File: src/rtl/quadrature_generator.sv
// Quadrature A/B waveform generator: queues single-cycle step requests in a
// saturating signed counter and emits one rate-limited Gray-code transition per step.
module quadrature_generator #(
   parameter int HALF_PERIOD_CYCLES = 50000,
   parameter int DWELL_WIDTH        = 17,
   parameter int PENDING_WIDTH      = 4,
   parameter int POS_WIDTH          = 8
) (
   input  logic                        clk,
   input  logic                        reset,
   input  logic                        stepCW,
   input  logic                        stepCCW,
   output logic                        A,
   output logic                        B,
   output logic                        busy,
   output logic                        overflow,
   output logic signed [POS_WIDTH-1:0] position
);

   typedef enum logic {IDLE, DWELL} state_t;

   localparam int PEND_MAX_I = 2 ** (PENDING_WIDTH - 1) - 1;
   localparam logic signed [PENDING_WIDTH:0] PEND_MAX = (PENDING_WIDTH + 1)'(PEND_MAX_I);
   localparam logic signed [PENDING_WIDTH:0] PEND_ONE = (PENDING_WIDTH + 1)'(1);
   localparam logic [DWELL_WIDTH-1:0]        DWELL_LOAD = DWELL_WIDTH'(HALF_PERIOD_CYCLES - 1);

   state_t                            state, state_next;
   logic [DWELL_WIDTH-1:0]            dwell, dwell_next;
   logic signed [PENDING_WIDTH-1:0]   pending, pending_next;
   logic signed [PENDING_WIDTH:0]     net;
   logic                              issue_cw, issue_ccw, ready, drop;

   always_comb begin
      // NOTE: every signal driven here gets a default first so no path leaves it unassigned (no latch).
      state_next   = state;
      dwell_next   = dwell;
      issue_cw     = 1'b0;
      issue_ccw    = 1'b0;
      ready        = (state == IDLE) || (dwell == '0);

      if (ready) begin
         issue_cw  = (pending > 0);
         issue_ccw = (pending < 0);
      end

      if (issue_cw || issue_ccw) begin
         state_next = DWELL;
         dwell_next = DWELL_LOAD;
      end else if (ready) begin
         state_next = IDLE;
      end else begin
         dwell_next = dwell - 1'b1;
      end

      // One extra bit of headroom so the out-of-range sum is visible before clamping.
      net = (PENDING_WIDTH + 1)'(pending);
      if (stepCW)    net = net + PEND_ONE;
      if (stepCCW)   net = net - PEND_ONE;
      if (issue_cw)  net = net - PEND_ONE;
      if (issue_ccw) net = net + PEND_ONE;

      drop         = (net > PEND_MAX) || (net < -PEND_MAX);
      pending_next = drop ? pending : net[PENDING_WIDTH-1:0];
   end

   // NOTE: sequential state uses non-blocking assignments so every flop samples pre-edge values.
   always_ff @(posedge clk) begin
      if (reset) begin
         state    <= IDLE;
         dwell    <= '0;
         pending  <= '0;
         A        <= 1'b0;
         B        <= 1'b0;
         overflow <= 1'b0;
         position <= '0;
      end else begin
         state    <= state_next;
         dwell    <= dwell_next;
         pending  <= pending_next;
         overflow <= drop;
         // Gray walk: CW 00->01->11->10, CCW the reverse; only one channel flips.
         if (issue_cw) begin
            A        <= B;
            B        <= ~A;
            position <= position + POS_WIDTH'(1);
         end else if (issue_ccw) begin
            A        <= ~B;
            B        <= A;
            position <= position - POS_WIDTH'(1);
         end
      end
   end

   assign busy = (pending != '0) || (state == DWELL);

endmodule
File: config.mk
export PLATFORM = sky130hd
export DESIGN_NAME = quadrature_generator
export DESIGN_NICKNAME = d
export VERILOG_FILES = /design/src/rtl/quadrature_generator.sv
export SDC_FILE = /design/constraint.sdc
export NUM_CORES = 1
export LEC_CHECK = 0
export BUFFER_PORTS_ARGS = -buffer_cell sky130_fd_sc_hd__buf_2
export CAP_MARGIN = 20
export CELL_PAD_IN_SITES_DETAIL_PLACEMENT = 0
export CELL_PAD_IN_SITES_GLOBAL_PLACEMENT = 2
export CORE_MARGIN = 2
export CORE_UTILIZATION = 39
export DETAILED_ROUTE_END_ITERATION = 10
export PLACE_DENSITY_LB_ADDON = 0.1
export REMOVE_ABC_BUFFERS = 1
export SLEW_MARGIN = 25
export SYNTH_ARGS = -nofsm -noshare
export SYNTH_HDL_FRONTEND = slang
export SYNTH_SLANG_ARGS = --single-unit
File: constraint.sdc
create_clock -name clk -period 8.2 [get_ports clk]
set_clock_uncertainty 0.2 [all_clocks]
set_input_delay 0 -clock clk [delete_from_list [all_inputs] [get_ports clk]]
set_output_delay 0 -clock clk [all_outputs]
set_load 0.01 [all_outputs]
==> reports/metrics.cfg <==
[outcome]
outcome = finished, final reports clean

[clock_tree]
cts.sinks = 33
cts-root-buf = clkbuf_8
cts_tree = yes
clk_pin_slew_ns = 0.07
post_cts_buffers = 0
cts_max_level = 2
numCtsBuffers = 5
cts_buffer_depth = 2
insertion_delay_ns = 0.28

[timing]
rsz0062_at_grt = false
worst_pin_slew_ns = 0.761
fin_crit_sh_pct = 50.8
fmax_mhz = 240
finalMaxSlewViolations = 0
setup_violations = 0
relSlewSlack_pct = 48.9
final_hold_viol_count = 0
hold_slack_ns = 0.274
setup_ws_ns = 4.03
setup_tns_ns = 0
post-route-min-period_ns = 4.17

[global_route]
grtUsageTotal_pct = 16.6
grt_max_degree = 28
antenna_found_initial = 0
grt_overflow = 0
grt_pass1_wl_um = 8310
grt_pass1_vias = 1767

[power_and_ir_drop]
leakage_uw = 0.000947
p_int_uw = 578
switching_share_pct = 46.2
power_density_nw_per_um2 = 443
p_clk_share_pct = 11.3
p_switching_uw = 496
peakVddDrop_v = 0.000214
power_uw = 1070
seqPwrFrac_pct = 26.3
combPwrFrac_pct = 62.5

[final_layout]
final_common_cell = dfxtp_1
final_cell_mix = dfxtp_1 (33), nor2_1 (25), nand2_1 (24), a21oi_1 (24), xnor2_1 (20)
final_layout_size_suffix_gt1_share_pct = 10.9
final_area_um2 = 2420
fin_nets = 293
diodes = 0
fillCellCount = 569
syn_to_final_growth_pct = 9.07

[drt]
viasPerCell = 5.31
wl_um = 4800
wl_per_cell_um = 13.8
drc = 0
firstDrtPassIters = 4
ant_nets = 0
drt_iter0_markers = 46
vias = 1847

[flow_run]
maxCapViolations = 0

[placed_design]
dp_hpwl_um = 3530
placed_cell_area_um2 = 2330
port_buffers = 15
place_congestion = 0.738
dp_slack_ns = 4.08

[synthesis]
postSynthAreaPerCell_um2 = 8.42
yosys_warnings = 0
synthCells = 264
ys_ff_latch = 33
synthFlopType = dfxtp_1
yosysSeqAreaShare_pct = 29.7
synthesis.area_um2 = 2220
ys_types = 57
async_flop_share_pct = 0
synth-edff-count = 0

[critical_path]
worstPathRequired_ns = 8.16
cp-start-kind = register
path_cells = inv_1 > ha_1 > and2_1 > nor2_1 > ha_1 > nand2_1 > o31ai_1 > ha_1 > mux2i_1 > ha_1 > nand2_1 > or2_1 > or4b_1 > o211a_2 > or2_4 > nand4b_1 > o31ai_1
cp-end-kind = register
cpMaxStageDelayCell = dfxtp_1
worstPathMaxFanout = 11
crit_type = register to register
crit_arrival_ns = 4.12
crit_top_cell = ha_1
max_stage_delay_ns = 0.57

[floorplanning]
floorplan.initialDensity_pct = 40.4
die-area_um2 = 6320
die_w_um = 79.5
row_count = 27
core_um2 = 5510
die_y_um = 79.5
num_io_pins = 16

[hold_path]
hold_class = register to register

per-stage QoR:
stage / util (%) / cells
final: 44.0 / 348
after global routing: 44.0 / 348
after global placement: 42.3 / 339
after detailed placement: 42.3 / 339
after floorplan: - / 251
after CTS: 44.0 / 348
cell usage after synthesis, drive strengths merged (2+ instances only):
cell	count	area, µm²
a211oi	7	65.1
a21boi	2	15.0
a21o	2	15.0
a21oi	24	120
a22oi	2	15.0
and2	4	25.0
buf	6	41.3
clkbuf	7	26.3
dfxtp	33	661
ha	13	163
inv	5	18.8
mux2i	3	30.0
nand2	24	90.1
nand2b	2	12.5
nand3	6	30.0
nand4	3	18.8
nand4b	3	26.3
nor2	25	93.8
nor2b	5	31.3
nor3	7	35.0
nor4	6	37.5
nor4b	2	17.5
o211a	2	20.0
o21a	3	22.5
o21ai	4	20.0
o22ai	2	12.5
o31ai	3	22.5
or2	5	33.8
or3	4	25.0
or4	2	15.0
or4b	2	23.8
xnor2	20	175
xnor3	2	45.0
xor2	8	70.1
timing repair:
| item | 4_1_cts | 5_1_grt |
|---|---|---|
| hold buffers | 1 | 0 |
| endpoints found under the hold margin | 18 | 0 |
| gates resized for setup | 0 | 0 |
state kept, by name, summed over array words and instances, names as in the netlist:
register  flops
A             1
B             1
dwell        17
state         1
position      8
overflow      1
pending       4
power groups by stage:
stage | clock network, µW | registers, µW | logic, µW
floorplan | 0 | 278 | 526
detailed placement | 0 | 286 | 672
global placement | 0 | 287 | 682
CTS | 126 | 283 | 677
global route | 132 | 293 | 766
finish | 121 | 282 | 671
worst max-delay path: cells and delay by family (launching register included):
kind	cells	cell delay, ns
mux	1	0.14
flops	1	0.57
buf+inv	1	0.11
compound gates	3	0.42
fa+ha+maj	4	1.10
simple gates	8	1.47
routing by layer:
| layer | GRT usage (%) | routed length, µm |
|---|---|---|
| met5 | 0 | 0 |
| met4 | 4.66 | 44 |
| met1 | 21.6 | 2480 |
| met2 | 27.7 | 2190 |
| met3 | 3.39 | 89 |
worst paths after layout:
kind               start           to  slack [ns]  cells after the start
max           pending[0]   pending[2]        4.03                     17
min          position[3]  position[3]        0.27                      2
max reg2reg   pending[0]   pending[2]        4.03                     17
min reg2reg  position[3]  position[3]        0.27                      2
final cells by class:
class / instances / area, µm² / share of cell area, %
Clock inverter: 3 / 17.5 / 0.723
Inverter: 6 / 22.5 / 0.929
Timing Repair Buffer: 17 / 92.6 / 3.82
Multi-Input combinational cell: 212 / 1470 / 60.7
Sequential cell: 33 / 661 / 27.3
Tap cell: 72 / 90.1 / 3.72
Clock buffer: 5 / 68.8 / 2.84
cells by family (layout without fill, tap and decap cells):
kind of cell | count (synthesis) | in the layout | share of synthesized area, %
xor+xnor | 30 | 30 | 13.1
simple gates | 104 | 104 | 24.7
compound gates | 61 | 61 | 18.9
buf+inv | 19 | 31 | 4.05
fa+ha+maj | 14 | 14 | 8.22
flops | 33 | 33 | 29.7
mux | 3 | 3 | 1.35
(Power assumes the default switching activity.)
